### src/rtl/cr16_run_ctrl_pkg.sv
// Shared types for the CR16 run-control sequencer: FSM states, run modes
// and the debug encodings shown on the O_STATE LEDs.
package cr16_run_ctrl_pkg;

    // Debug encodings driven on O_STATE.
    localparam logic [2:0] OSTATE_COLD      = 3'd0;
    localparam logic [2:0] OSTATE_RUN       = 3'd1;
    localparam logic [2:0] OSTATE_STEP_WAIT = 3'd2;
    localparam logic [2:0] OSTATE_STEP_EXEC = 3'd3;
    localparam logic [2:0] OSTATE_HALT      = 3'd4;

    // Sequencer states; the encoding doubles as the O_STATE value.
    typedef enum logic [2:0] {
        ST_COLD      = OSTATE_COLD,
        ST_RUN       = OSTATE_RUN,
        ST_STEP_WAIT = OSTATE_STEP_WAIT,
        ST_STEP_EXEC = OSTATE_STEP_EXEC,
        ST_HALT      = OSTATE_HALT
    } state_e;

    // Run modes selected by I_RUN_MODE.
    typedef enum logic [1:0] {
        RUN_FREE  = 2'b00,
        RUN_STEP  = 2'b01,
        RUN_BREAK = 2'b10
    } mode_e;

    // The unused mode code 2'b11 behaves exactly like free-run.
    function automatic mode_e decode_run_mode(input logic [1:0] raw);
        mode_e mode;
        case (raw)
            2'b01:   mode = RUN_STEP;
            2'b10:   mode = RUN_BREAK;
            default: mode = RUN_FREE;
        endcase
        return mode;
    endfunction

endpackage

### src/rtl/cr16_run_ctrl_sync_rise_detect.sv
// sync_rise_detect: multi-flop synchroniser for an asynchronous level,
// followed by a registered rising-edge detector producing a one-cycle pulse.
// With two sync stages the pulse appears on the 3rd clock edge after the
// input rises.
module sync_rise_detect #(
    parameter int P_STAGES = 2
) (
    input  logic I_CLK,
    input  logic I_NRESET,
    input  logic I_ASYNC,
    output logic O_PULSE
);

    logic [P_STAGES-1:0] sync_reg;
    logic [P_STAGES-1:0] sync_next;
    logic                sync_d_reg;
    logic                pulse_reg;

    // Each stage takes the previous one; stage 0 takes the raw input.
    genvar gi;
    generate
        for (gi = 0; gi < P_STAGES; gi++) begin : g_sync
            if (gi == 0) begin : g_first
                assign sync_next[gi] = I_ASYNC;
            end else begin : g_chain
                assign sync_next[gi] = sync_reg[gi-1];
            end
        end
    endgenerate

    // Synchroniser chain, delayed copy and registered rising-edge pulse.
    always_ff @(posedge I_CLK or negedge I_NRESET) begin
        if (!I_NRESET) begin
            sync_reg   <= '0;
            sync_d_reg <= 1'b0;
            pulse_reg  <= 1'b0;
        end else begin
            sync_reg   <= sync_next;
            sync_d_reg <= sync_reg[P_STAGES-1];
            pulse_reg  <= sync_reg[P_STAGES-1] & ~sync_d_reg;
        end
    end

    assign O_PULSE = pulse_reg;

endmodule

### src/rtl/cr16_run_ctrl.sv
// cr16_run_ctrl: run-control sequencer between the BRAM/CR16 top level and
// the CR16 core. Holds the core off during BRAM warm-up, then runs it in
// free-run, single-step or run-to-breakpoint mode, halts past a PC limit and
// drives the 7-segment display word. The core is gated through a synchronous
// enable instead of a gated clock.
// Optional feature macro: CR16_RUN_CTRL_CYCLE_COUNT_EN (enabled-cycle counter
// on O_CYCLE_COUNT, shown on display digits [5:4] while halted).
module cr16_run_ctrl
    import cr16_run_ctrl_pkg::*;
#(
    parameter logic [15:0] P_COLD_CLK_CYCLES = 16'd1,
    parameter logic [15:0] P_MAX_PC          = 16'd20,
    parameter int          P_PC_WIDTH        = 16,
    parameter int          P_DATA_WIDTH      = 16,
    parameter int          P_NUM_DIGITS      = 6
) (
    input  logic                      I_CLK,
    input  logic                      I_NRESET,
    input  logic [1:0]                I_RUN_MODE,
    input  logic                      I_STEP,
    input  logic [P_PC_WIDTH-1:0]     I_BREAK_PC,
    input  logic [P_PC_WIDTH-1:0]     I_PC,
    input  logic [P_DATA_WIDTH-1:0]   I_RESULT_BUS,
    input  logic [P_DATA_WIDTH-1:0]   I_MEM_DATA_B,
    output logic                      O_CR16_ENABLE,
    output logic [2:0]                O_STATE,
    output logic [4*P_NUM_DIGITS-1:0] O_DISPLAY_BITS
`ifdef CR16_RUN_CTRL_CYCLE_COUNT_EN
    ,
    output logic [31:0]               O_CYCLE_COUNT
`endif
);

    localparam int                    DW       = 4 * P_NUM_DIGITS;
    localparam logic [P_PC_WIDTH-1:0] MAX_PC_W = P_PC_WIDTH'(P_MAX_PC);

    state_e          state_reg,   state_next;
    logic [15:0]     cold_cnt_reg, cold_cnt_next;
    logic            bp_mask_reg, bp_mask_next;
    logic [DW-1:0]   display_reg, display_next, display_base;
    mode_e           run_mode;
    logic            step_pulse;
    logic            pc_over;
    logic            bp_hit;
    logic            halt_cond;
    logic            core_enable;

    // Step button: synchronise the asynchronous level and turn its rising
    // edge into a one-cycle pulse.
    sync_rise_detect #(
        .P_STAGES (2)
    ) u_step_sync (
        .I_CLK    (I_CLK),
        .I_NRESET (I_NRESET),
        .I_ASYNC  (I_STEP),
        .O_PULSE  (step_pulse)
    );

    // Mode is quasi-static, so it is decoded directly without synchronisation.
    assign run_mode = decode_run_mode(I_RUN_MODE);

    // Halt condition: PC past the limit, or an unmasked breakpoint hit.
    always_comb begin
        pc_over   = (I_PC > MAX_PC_W);
        bp_hit    = (run_mode == RUN_BREAK) && (I_PC == I_BREAK_PC) && !bp_mask_reg;
        halt_cond = pc_over | bp_hit;
    end

    // Core enable drops in the same cycle the halt condition appears, so the
    // core never executes an instruction past the limit or breakpoint.
    assign core_enable   = ((state_reg == ST_RUN) || (state_reg == ST_STEP_EXEC)) && !halt_cond;
    assign O_CR16_ENABLE = core_enable;
    assign O_STATE       = state_reg;

    // State, warm-up counter, breakpoint mask and display registers.
    always_ff @(posedge I_CLK or negedge I_NRESET) begin
        if (!I_NRESET) begin
            state_reg    <= ST_COLD;
            cold_cnt_reg <= 16'd0;
            bp_mask_reg  <= 1'b0;
            display_reg  <= '0;
        end else begin
            state_reg    <= state_next;
            cold_cnt_reg <= cold_cnt_next;
            bp_mask_reg  <= bp_mask_next;
            display_reg  <= display_next;
        end
    end

    // Next-state logic. The breakpoint mask is only raised when resuming out
    // of HALT and lasts for exactly the single STEP_EXEC cycle that follows.
    always_comb begin
        state_next    = state_reg;
        cold_cnt_next = cold_cnt_reg;
        bp_mask_next  = 1'b0;
        case (state_reg)
            ST_COLD: begin
                if (cold_cnt_reg == P_COLD_CLK_CYCLES) begin
                    state_next = (run_mode == RUN_STEP) ? ST_STEP_WAIT : ST_RUN;
                end else begin
                    cold_cnt_next = cold_cnt_reg + 16'd1;
                end
            end
            ST_RUN: begin
                if (halt_cond) begin
                    state_next = ST_HALT;
                end else if (run_mode == RUN_STEP) begin
                    state_next = ST_STEP_WAIT;
                end
            end
            ST_STEP_WAIT: begin
                if (run_mode != RUN_STEP) begin
                    state_next = ST_RUN;
                end else if (step_pulse) begin
                    state_next = ST_STEP_EXEC;
                end
            end
            ST_STEP_EXEC: begin
                if (halt_cond) begin
                    state_next = ST_HALT;
                end else if (run_mode != RUN_STEP) begin
                    state_next = ST_RUN;
                end else begin
                    state_next = ST_STEP_WAIT;
                end
            end
            ST_HALT: begin
                // Past the PC limit the halt is sticky until reset.
                if (step_pulse && !pc_over) begin
                    state_next   = ST_STEP_EXEC;
                    bp_mask_next = 1'b1;
                end
            end
            default: begin
                state_next = ST_COLD;
            end
        endcase
    end

    // Display source: BRAM port-B data when halted past the limit, otherwise
    // PC and result bus side by side, truncated or padded to the digit count.
    always_comb begin
        if ((state_reg == ST_HALT) && pc_over) begin
            display_base = DW'(I_MEM_DATA_B);
        end else begin
            display_base = DW'({I_PC, I_RESULT_BUS});
        end
    end

`ifdef CR16_RUN_CTRL_CYCLE_COUNT_EN
    logic [31:0] cycle_count_reg;

    // Count enabled core cycles, saturating at all-ones.
    always_ff @(posedge I_CLK or negedge I_NRESET) begin
        if (!I_NRESET) begin
            cycle_count_reg <= 32'd0;
        end else if (core_enable && (cycle_count_reg != 32'hFFFF_FFFF)) begin
            cycle_count_reg <= cycle_count_reg + 32'd1;
        end
    end

    assign O_CYCLE_COUNT = cycle_count_reg;

    generate
        if (P_NUM_DIGITS >= 6) begin : g_cnt_digits
            // While halted, digits [5:4] show the low byte of the cycle count.
            always_comb begin
                display_next = display_base;
                if (state_reg == ST_HALT) begin
                    display_next[23:16] = cycle_count_reg[7:0];
                end
            end
        end else begin : g_no_cnt_digits
            assign display_next = display_base;
        end
    endgenerate
`else
    assign display_next = display_base;
`endif

    assign O_DISPLAY_BITS = display_reg;

endmodule

### config.mk
export PLATFORM = sky130hd
export DESIGN_NAME = cr16_run_ctrl
export DESIGN_NICKNAME = d
export VERILOG_FILES = /design/src/rtl/cr16_run_ctrl_pkg.sv /design/src/rtl/cr16_run_ctrl_sync_rise_detect.sv /design/src/rtl/cr16_run_ctrl.sv
export SDC_FILE = /design/constraint.sdc
export NUM_CORES = 1
export LEC_CHECK = 0
export CAP_MARGIN = 20
export CORE_UTILIZATION = 38
export DETAILED_ROUTE_END_ITERATION = 7
export GPL_TIMING_DRIVEN = 0
export HOLD_SLACK_MARGIN = 0.05
export PLACE_DENSITY = 0.73
export SKIP_LAST_GASP = 1
export SLEW_MARGIN = 20
export SYNTH_ARGS = -nofsm -noshare
export SYNTH_HDL_FRONTEND = slang
export SYNTH_SLANG_ARGS = --single-unit
### constraint.sdc
create_clock -name I_CLK -period 1.44 [get_ports I_CLK]
set_input_delay 0.144 -clock I_CLK [delete_from_list [all_inputs] [get_ports I_CLK]]
set_output_delay 0.144 -clock I_CLK [all_outputs]
set_load 0.01 [all_outputs]
==> out/summary.txt <==
status = complete, but fails checks
violated checks = setup timing
Starting Density = 0.400
XOR/XNOR Fraction of Synth Area = 0.121
Max Freq = 604 MHz
H-tree Lvls = 2
Synth Flop Type = dfrtp_1
Max Slew Vio Count = 0
CP Capture Type = flop
slew margin rel. = 0.618
Pwr per Cell Area = 1410 nW/um2
Clock Path Buffers = 2
DR vias = 1895
hold slack = 183 ps
CORE AREA = 5610 um2
largest net degree at the start of global routing = 34
net switching power = 1660 uW
Final Hold Viols = 0
DRC violations left = 0
setup slack after layout = -216 ps
Final nets = 381
Die Y = 78.8 um
Internal Power = 3740 uW
unrepaired setup endpoints after global routing = yes
Synth Register Bits = 48
row cnt = 27
initial antenna violation count = 0
Layout Cells excl Fill = 383
Commonest cells post-synth = dfrtp_1 (48), xor2_1 (20), nor3_1 (11), xnor2_1 (11)
fin crit period = 1660 ps
HPWL Detailed = 4000 um
post-synthesis simple-gate area fraction = 0.183
initial drt markers = 53
CTS root buffer = clkbuf_8
Setup Skew = 3.85 ps
sequential area share after synthesis = 0.536
hold-critical path endpoint = O_DISPLAY_BITS[16]
hold depth = 2
max_cap viols = 0
Worst Path Max Fanout = 4
Setup crit start kind = flop
Syn. warnings = 0
final instance area = 3830 um2
worst vdd ir = 0.000754 V
Synth top area share = 0.536
worst min path class = in -> reg
CTS tree = built
Worst Path Arrival = 1850 ps
clk_lat worst skew = 290 ps
first-pass iteration count of the detailed router = 4
worst flop-to-flop path endpoint = O_STATE[0]
total track usage = 0.191
width of the die = 78.8 um
synthesized area per cell = 12.2 um2
first-pass GRT wire length = 8960 um
ranking of synthesized cells by area = dfrtp_1 (54%), xor2_1 (7.8%), mux2_4 (6.7%)
R2R Path Start = cold_cnt_reg[1]
vias in the first global route = 1987
port bufs = 96
Syn Inst Count = 183
dpl cell area = 3350 um2
critical path class = reg -> reg
ys async rst share = 1.00
Worst-Margin Slew = 571 ps
total negative slack = -4680 ps
Clock transition at path regs = 80 ps
I/O pin count = 97
# fillers = 448
Worst Hold Launch = I_PC[0]
Reg power frac = 0.349
area of the multi-input gates = 1230 um2
antenna fix cells = 0
sequential cell area = 1200 um2
GRT overflow = 0
routed wire length = 5680 um
R2R setup slack = -220 ps
WP data required = 1640 ps
TritonCTS Buffers = 5
combinational share of power = 0.476
post-synthesis cell area = 2240 um2
CTS sink cnt = 48
Setup violations, final = 38
Post-synth EDFFs = 0
largest family of logic cells by synthesized area = simple AND/OR/NAND/NOR gates
die area = 6210 um2
Clock Power Share = 0.175
Synth area leader = dfrtp_1
post-synthesis compound-gate area fraction = 0.0318
leakage power = 0.00177 uW
R2R depth = 7
drt via density = 4.95
post-synthesis mux area share = 0.0972
area grow syn2layout = 71.0%
Final period util = 1.15
Yosys cell types = 33
GPL Wtd Cong = 0.774
Switching Share = 0.307
Mapped Nets = 254
Avg WL per Cell = 14.8 um
share of cells above drive strength 1 = 0.322
top-count cell post-synth = dfrtp_1
adder-cell share of the synthesized area = 0.0112
dpl cells = 352
Final ANT Viol Nets = 0
max reg flops = 24
metrics by stage:
stage | setup slack (ps) | total power (uW) | utilization
after CTS | -206 | 5010 | 0.649
after global routing | -346 | 5710 | 0.683
after floorplan | -159 | 2920 | -
after global placement | -1290 | 3820 | 0.595
final | -216 | 5400 | 0.683
after detailed placement | -815 | 3870 | 0.598
cell usage in the layout, fill, tap and decap left out, types with 2 or more instances in the layout:
cell	synthesis	final
nor4_2	2	5
and2_1	8	2
nor3_4	0	2
dlymetal6s2s_1	0	12
dlygate4sd2_1	0	10
dfrtp_1	48	45
nor4_4	0	2
nor4_1	8	3
buf_4	0	18
nor3_2	2	9
mux2_4	10	14
nand3_1	5	4
nand4_1	5	5
nand2_1	10	8
nor3_1	11	2
clkbuf_8	0	5
nor2_1	6	4
and3_1	2	2
nor2b_1	4	4
clkdlybuf4s50_1	0	64
buf_6	1	4
xnor2_1	11	9
dfrtp_2	0	3
buf_12	0	2
clkbuf_2	0	5
xor2_1	20	20
buf_2	0	3
xnor2_2	0	2
nand2_4	0	2
mux2_1	6	2
and2_4	0	6
inv_1	4	4
area by class of cell:
cell class	count	area share
well taps	72	0.0235
clock inverters	2	0.00914
flip-flops and latches	48	0.314
plain buffers	2	0.00914
inverters	5	0.00490
repair buffers	120	0.300
clock buffers	6	0.0189
multi-input cells	128	0.320
routing by layer:
layer	vias to the layer above	part of all wire	GRT usage
li1	890	-	-
met1	912	0.38	0.211
met2	77	0.53	0.343
met3	16	0.059	0.0460
met4	0	0.027	0.0926
met5	-	0	0
cell families (layout without fill, tap and decap cells):
kind of cell | after synthesis | after routing
DFF | 48 | 48
AOI/OAI and AO/OA | 10 | 10
and+or+nand+nor | 69 | 69
xor gates and xnor gates | 31 | 31
adders and majority gates | 2 | 2
muxes | 16 | 16
buffers and inverters | 7 | 135
worst max-delay path, stage by stage (launching register included):
cell     delay, ps
dfrtp_1        380
inv_1           60
ha_2           160
nor4b_4        190
nand4_1        180
and2_1         240
a211o_1        280
o31ai_1         70
what timing repair did:
item | CTS | global route
resized for setup | 51 | 50
cloned | 0 | 0
endpoints found under the hold margin | 15 | 0
pin swaps | 18 | 14
buffers inserted | 13 | 9
hold buffers | 1 | 0
endpoints found under the setup margin | 45 | 43
power by group through the flow:
stage               Clock [uW]  Sequential (uW)  Combinational (uW)
detailed placement           0             1930                1950
floorplan                    0             2030                 898
global placement             0             1910                1910
global route              1040             1920                2750
finish                     945             1890                2570
CTS                        972             1890                2150
worst max path at each step:
stage	startpoint	to	slack, ps	depth (start not counted)
6_report	cold_cnt_reg[1]	O_STATE[0]	-220	7
5_1_grt	cold_cnt_reg[1]	cold_cnt_reg[12]	-350	8
4_1_cts	cold_cnt_reg[1]	cold_cnt_reg[12]	-210	8
3_5_place_dp	I_PC[14]	O_CR16_ENABLE	-810	6
3_3_place_gp	I_NRESET	O_STATE[2]	-1290	1
2_1_floorplan	cold_cnt_reg[1]	O_STATE[0]	-160	7
No activity file was read; power rests on OpenSTA's default activity.
